### config.mk
export PLATFORM = sky130hd
export DESIGN_NAME = pixel_unpacker
export DESIGN_NICKNAME = d
export VERILOG_FILES = /design/src/rtl/pixel_unpacker.sv
export SDC_FILE = /design/constraint.sdc
export NUM_CORES = 1
export LEC_CHECK = 0
export BUFFER_PORTS_ARGS = -buffer_cell sky130_fd_sc_hd__buf_2
export CAP_MARGIN = 30
export CELL_PAD_IN_SITES_DETAIL_PLACEMENT = 0
export CELL_PAD_IN_SITES_GLOBAL_PLACEMENT = 2
export CORE_MARGIN = 3
export CORE_UTILIZATION = 43
export DETAILED_ROUTE_END_ITERATION = 12
export PLACE_DENSITY_LB_ADDON = 0.1
export SLEW_MARGIN = 15
export SYNTH_ARGS = -nofsm -noshare
export SYNTH_HDL_FRONTEND = slang
export SYNTH_SLANG_ARGS = --single-unit
### constraint.sdc
create_clock -name clk -period 3 [get_ports clk]
set_input_delay 0.15 -clock clk [delete_from_list [all_inputs] [get_ports clk]]
set_output_delay 0.15 -clock clk [all_outputs]
set_load 0.1 [all_outputs]
### src/rtl/pixel_unpacker.sv
// Unpacks 32-bit words (four 8-bit pixels, LSB first) from a small FIFO into one pixel per clock,
// with bank/address generation for a two-bank frame store and a sticky end-of-frame flag.
module pixel_unpacker #(
   parameter int unsigned TOTAL_PIX  = 153600,
   parameter int unsigned BANK_PIX   = 76800,
   parameter int unsigned FIFO_DEPTH = 4
) (
   input  logic        clk,
   input  logic        rst,
   input  logic        in_valid,
   output logic        in_ready,
   input  logic [31:0] in_word,
   output logic        out_enable,
   output logic [7:0]  out_pixel,
   output logic        out_bank,
   output logic [16:0] out_addr,
   output logic [17:0] pix_count,
   output logic        done
);

   localparam int unsigned PW = $clog2(FIFO_DEPTH);
   localparam int unsigned LW = PW + 1;
   localparam logic [LW-1:0] DEPTH_L  = LW'(FIFO_DEPTH);
   localparam logic [17:0]   BANK_L   = 18'(BANK_PIX);
   localparam logic [17:0]   LAST_L   = 18'(TOTAL_PIX - 1);

   logic [31:0]   mem_q [FIFO_DEPTH];
   logic [PW-1:0] wptr_q, wptr_d, rptr_q, rptr_d;
   logic [LW-1:0] level_q, level_d;
   logic [1:0]    idx_q, idx_d;
   logic          en_q, en_d;
   logic [7:0]    pix_q, pix_d;
   logic          bank_q, bank_d;
   logic [16:0]   addr_q, addr_d;
   logic [17:0]   cnt_q, cnt_d;
   logic          done_q, done_d;
   logic          push, emit, pop;
   logic [31:0]   head;

   always_comb begin
      in_ready = (level_q != DEPTH_L) && !done_q;
      push     = in_valid && in_ready;
      emit     = (level_q != '0) && !done_q;
      pop      = emit && (idx_q == 2'd3);
      head     = mem_q[rptr_q];

      wptr_d  = push ? wptr_q + PW'(1) : wptr_q;
      rptr_d  = pop  ? rptr_q + PW'(1) : rptr_q;
      level_d = level_q;
      case ({push, pop})
         2'b10:   level_d = level_q + LW'(1);
         2'b01:   level_d = level_q - LW'(1);
         default: level_d = level_q;
      endcase

      en_d   = emit;
      idx_d  = idx_q;
      pix_d  = pix_q;
      bank_d = bank_q;
      addr_d = addr_q;
      cnt_d  = cnt_q;
      done_d = done_q;
      if (emit) begin
         idx_d = idx_q + 2'd1;
         pix_d = head[{idx_q, 3'b000} +: 8];
         // Address derives from the count of the pixel being emitted, so bank/addr stay consistent with pix_count.
         if (cnt_q >= BANK_L) begin
            bank_d = 1'b1;
            addr_d = 17'(cnt_q - BANK_L);
         end else begin
            bank_d = 1'b0;
            addr_d = 17'(cnt_q);
         end
         cnt_d  = cnt_q + 18'd1;
         done_d = (cnt_q == LAST_L);
      end
   end

   always_ff @(posedge clk) begin
      if (push) mem_q[wptr_q] <= in_word;
   end

   always_ff @(posedge clk or posedge rst) begin
      if (rst) begin
         wptr_q  <= '0;
         rptr_q  <= '0;
         level_q <= '0;
         idx_q   <= '0;
         en_q    <= 1'b0;
         pix_q   <= '0;
         bank_q  <= 1'b0;
         addr_q  <= '0;
         cnt_q   <= '0;
         done_q  <= 1'b0;
      end else begin
         wptr_q  <= wptr_d;
         rptr_q  <= rptr_d;
         level_q <= level_d;
         idx_q   <= idx_d;
         en_q    <= en_d;
         pix_q   <= pix_d;
         bank_q  <= bank_d;
         addr_q  <= addr_d;
         cnt_q   <= cnt_d;
         done_q  <= done_d;
      end
   end

   assign out_enable = en_q;
   assign out_pixel  = pix_q;
   assign out_bank   = bank_q;
   assign out_addr   = addr_q;
   assign pix_count  = cnt_q;
   assign done       = done_q;

endmodule

Word level (Yosys, flattened, before mapping)
Memories as Yosys holds them, arrays and structs flattened.
Cells that the tools add are included.
{ "totals": {"n_memories": 1, "regBits": 55, "output_inout_bits": 47, "mem_bits_rw": 128, "input_bits": 35} }
{ "op_classes": {"n_mux": 5, "order_cmp": 1, "n_shift": 1, "addsub": 7, "n_eq_ne": 5, "reduce_logical": 7} }
{ "memory_table": {"columns": ["memory", "words", "width", "rd", "rd_clocked_by_memory_dff", "wr", "line", "rtl"], "rows": [
  ["mem_q", 4, 32, 1, 0, 1, "27", "logic [31:0] mem_q [FIFO_DEPTH];"]
]} }
{ "ops": {"columns": ["cell", "count"], "rows": [
  ["$shiftx 32x6->8", 1],
  ["$add 18x1->18 const B", 1],
  ["$eq 18x18->1 const B", 1],
  ["$ge 18x17->1 const B", 1],
  ["$mux 17", 1],
  ["$sub 17x17->17 const B", 1],
  ["$add 2x1->2 const B", 3],
  ["$pmux 3 s2", 1],
  ["$eq 2x2->1 const B", 2],
  ["$logic_and 1x1->1", 4],
  ["$add 3x1->3 const B", 1],
  ["$mux 1", 3],
  ["$ne 3x3->1 const B", 1],
  ["$reduce_bool 3->1", 1],
  ["$sub 3x1->3 const B", 1],
  ["$eq 2x1->1 const B", 1],
  ["$reduce_bool 2->1", 1],
  ["$logic_not 1->1", 1]
]} }

Depth between registers and ports, before layout
{ "logic_depth": {"ltp_word": 5, "depth_mapped": 11} }

Worst setup path before layout
OpenSTA, ideal clock, no wires.
{ "synth_path": {"path_kind": "register to register", "start": "reg done_q (netlist: done)", "end": "mem mem_q[0][0] (enable)", "arrival_ps": 3662, "path_slack_ps": -1054, "path_stages_with_launch": 3, "t_required_ps": 2608, "setup_time_ps": 392, "cell_sequence": "dfrtp_1 -> a31oi_1 -> and3_1"} }
{ "synth_via": {"elab_chain_cells": 5} }
{ "synth_rtl": {"columns": ["item", "line", "rtl"], "rows": [
  ["from (decl)", "36", "logic done_q, done_d;"],
  ["from (signal assigned)", "105", "done_q <= done_d;"],
  ["$logic_not 1->1", "41", "in_ready = (level_q != DEPTH_L) && !done_q;"],
  ["$logic_and 1x1->1", "41", null],
  ["named net in_ready", "11", "output logic in_ready,"],
  ["$logic_and 1x1->1", "42", "push = in_valid && in_ready;"],
  ["$mux 1", "80", "if (push) mem_q[wptr_q] <= in_word;"],
  ["$mux 1 (not written as such)", "80", null],
  ["to (decl)", "27", null]
]} }
The timed path passes the listed nets, and every way through them passes these cells.

Worst setup path after layout
{ "layout_path": {"start": "reg done_q (netlist: done)", "end": "reg level_q[2]"} }
{ "layout_via": {"elab_chain_cells": 5, "word_cells_on_any_way": 9} }
{ "layout_rtl": {"columns": ["item", "line", "rtl"], "rows": [
  ["$logic_not 1->1 *", "43", "emit = (level_q != '0) && !done_q;"],
  ["$logic_and 1x1->1 *", "43", null],
  ["$logic_and 1x1->1 *", "44", "pop = emit && (idx_q == 2'd3);"],
  ["named net pop", "37", "logic push, emit, pop;"],
  ["$eq 2x1->1 / $eq 2x2->1 (equally long branches)", "50", "case ({push, pop})"],
  ["$pmux 3 s2 / $reduce_bool 2->1 (equally long branches)", null, null],
  ["to (signal assigned)", "98", "level_q <= level_d;"],
  ["to (decl)", "29", "logic [LW-1:0] level_q, level_d;"]
]} }
The timed path passes the listed nets; every way through them passes the cells marked *.
A chain may end at the register's enable or synchronous reset.

==> impl_metrics.tcl <==
set metrics [dict create \
    outcome "finished clean" \
    worst_pin_slew_ps 711 \
    cts_buffers 17 \
    num_io_pins 82 \
    io_buffers 81 \
    drv_cap 0 \
    num_rows 47 \
    synthArstFlopShare 0.301 \
    clkSlewWorstSetupHoldPaths_ps 70 \
    power_density_nw_per_um2 1050 \
    synth_cell_types 45 \
    gp_congestion 0.773 \
    fillers 1380 \
    clock_skew_ps 11.6 \
    setup_ws_ps 774 \
    chipWidth_um 137 \
    peakVddDrop_uv 690 \
    tns_ps 0 \
    critPathSlowestCell "dfrtp_1" \
    synth_ff_type "edfxtp_1" \
    ctsHtreeMaxLevel 4 \
    drt_pre_antenna_iters 4 \
    synth_area_leaders "edfxtp_1 52%, dfrtp_1 19%, mux4_2 9.7%" \
    worstReg2RegEnd "level_q[2]" \
    fp.dieH_um 137 \
    hold_start "in_valid" \
    yosys.area.top_type "edfxtp_1" \
    ys_seq_elements 183 \
    crit_family "simple AND/OR/NAND/NOR gates" \
    antenna_found_initial 0 \
    die_area_sq_um 18800 \
    synth_fp_nets 491 \
    arrival_ps 2570 \
    grt_max_degree 45 \
    start_kind "register" \
    grtUsageTotal 0.168 \
    rr_worst_depth 9 \
    clock_latency_ps 430 \
    wl_per_cell_um 18.4 \
    diodes 0 \
    critPathLaunch "done" \
    hold_path.class "in -> reg" \
    synth_edf_count 128 \
    core_area_sq_um 16700 \
    grt_pass1_wl_um 23800 \
    cts_resized 0 \
    yosys.area.top_type_share 0.519 \
    ys_top_cells_by_count "128 x edfxtp_1, 55 x dfrtp_1, 43 x nand2_1" \
    routed_wirelength_um 14700 \
    layout-drive-gt1-share 0.292 \
    slew_headroom 0.526 \
    endpoint_kind "register" \
    drc 0 \
    timing.rr.start "done" \
    netlist_area_sq_um 7400 \
    path_common_cell "xor2_1" \
    dpl.hpwl_um 9410 \
    first_global_vias 4361 \
    num_vias 4165 \
    setup_violations 0 \
    synthToLayoutAreaGrowth_pct 21.7 \
    start_util 0.443 \
    hold_viol_final 0 \
    rsz0062_at_grt "false" \
    rrSetupSlack_ps 770 \
    cpPeakStageDelay_ps 490 \
    cp_cell_sequence "or2_2 -> inv_2 -> and2_1 -> ha_1 -> inv_1 -> fa_1 -> xor2_1 -> nor2_1 -> xor2_1" \
    netlist_instances 445 \
    final_util 0.539 \
    cp_num_buf_inv 2 \
    crit_end "level_q[2]" \
    ant_nets 0 \
    cts.sinks 183 \
    drtIter0Drc 214 \
    p_leak_uw 0.00349 \
    cp.depth 9 \
    crit_fanout 9 \
    synth-seq-area-share 0.705 \
    fmax_mhz 449 \
    drv_slew 0 \
    clock-root-buffer "clkbuf_16" \
    finalCritPeriodShare 0.742 \
    worstPathRequired_ps 3340 \
    syn-mean-instance-area_sq_um 16.6 \
    grt_overflow_total 0 \
    viasPerCell 5.22 \
    synth.most_common_cell "edfxtp_1" \
    nets 611 \
    max-clock-path-buffers 2 \
    yosys_warnings 0 \
    cts_tree "done" \
    timing_worst_setup_path_type "reg -> reg" \
    period_minus_slack_ps 2230 \
    preCtsSetupSlack_ps 775 \
]
## area by class of cell
cell class                      count  area, sq um  share of cell area
Inverter                           14         52.6             0.00583
Multi-Input combinational cell    224         2020               0.225
Tap cell                          220          275              0.0306
Clock buffer                       17          425              0.0472
Sequential cell                   183         5220               0.580
Timing Repair Buffer              125          843              0.0936
Clock inverter                     15          166              0.0185
## timing repair
| action | 4_1_cts | 5_1_grt |
|---|---|---|
| hold buffers | 33 | 0 |
| endpoints found under the setup margin | 0 | 0 |
| hold endpoints to repair | 153 | 0 |
| buffers inserted | 0 | 0 |
## cells by family after synthesis
family / Yosys count / share of synthesized area
AND/OR/NAND/NOR: 103 / 0.0722
flip-flops: 183 / 0.705
AO/OA/AOI/OAI: 43 / 0.0387
XOR/XNOR: 24 / 0.0284
multiplexers: 43 / 0.112
buffers and inverters: 38 / 0.0233
adder cells (fa/ha/maj): 11 / 0.0196
## where the power goes
| part | internal, uW | total [uW] | switching [uW] |
|---|---|---|---|
| clock | 1180 | 2190 | 1010 |
| combinational | 1120 | 3600 | 2490 |
| sequential | 3350 | 3700 | 357 |
## registers in the layout, summed over array words and instances, names as in the netlist
signal,count
mem_q,128
rptr_q,2
out_enable,1
out_bank,1
wptr_q,2
idx_q,2
done,1
pix_count,18
out_addr,17
out_pixel,8
level_q,3
## per-stage QoR
step	cells	hold WS [ps]	cell area (sq um)	total power (uW)
6_report	798	145	9010	9500
5_1_grt	798	175	9010	10000
4_1_cts	798	140	9010	9630
3_5_place_dp	733	291	8090	7400
3_3_place_gp	733	280	8090	7340
2_1_floorplan	445	249	7420	6590
## worst min-delay path by stage
stage,to,slack [ps],cells past startpoint
2_1_floorplan,mem_q[0][0],250,0
3_5_place_dp,pix_count[0],290,2
6_report,wptr_q[0],140,3
3_3_place_gp,pix_count[0],280,2
5_1_grt,wptr_q[0],170,3
4_1_cts,wptr_q[0],140,3
## metal layers
layer / global-route usage / part of all wire
met5: 0 / 0
met4: 0.0477 / 0.011
met3: 0.0435 / 0.039
met2: 0.289 / 0.53
met1: 0.213 / 0.42
## cell usage in the layout, fill, tap and decap left out, types with 2 or more instances in the layout
cell           netlist  layout
a21oi_1              4       4
a221oi_1             8       8
and2_1               4       4
and3_1               7       7
and4_2               3       3
buf_12               0       2
buf_2               12      81
buf_4                4       9
clkbuf_16            0      17
clkinv_8             0       3
clkinvlp_4           0       3
dfrtp_1             55      54
dlygate4sd3_1        0      33
edfxtp_1           128     128
ha_1                10      10
inv_1               13      12
inv_2                1       2
inv_6                0       6
mux2i_1             10      10
mux4_2              32      32
nand2_1             43      43
nand3_1              8       8
nand4_1              6       6
nor2_1              15      15
nor3_1               4       4
nor4_1               3       3
o211ai_1             3       3
o21a_1               2       2
o21ai_0              9       9
o22ai_1              8       8
o31ai_1              3       3
or2_2                2       2
xnor2_1             18      18
xor2_1               6       6
## worst reg2reg max path: cells and delay by family, from the launching register on
family / cells / cell delay [ps]
fa+ha+maj: 2 / 570
xor+xnor: 2 / 310
buf+inv: 2 / 120
flops: 1 / 490
simple gates: 3 / 650
No activity file was read; power rests on OpenSTA's default activity.
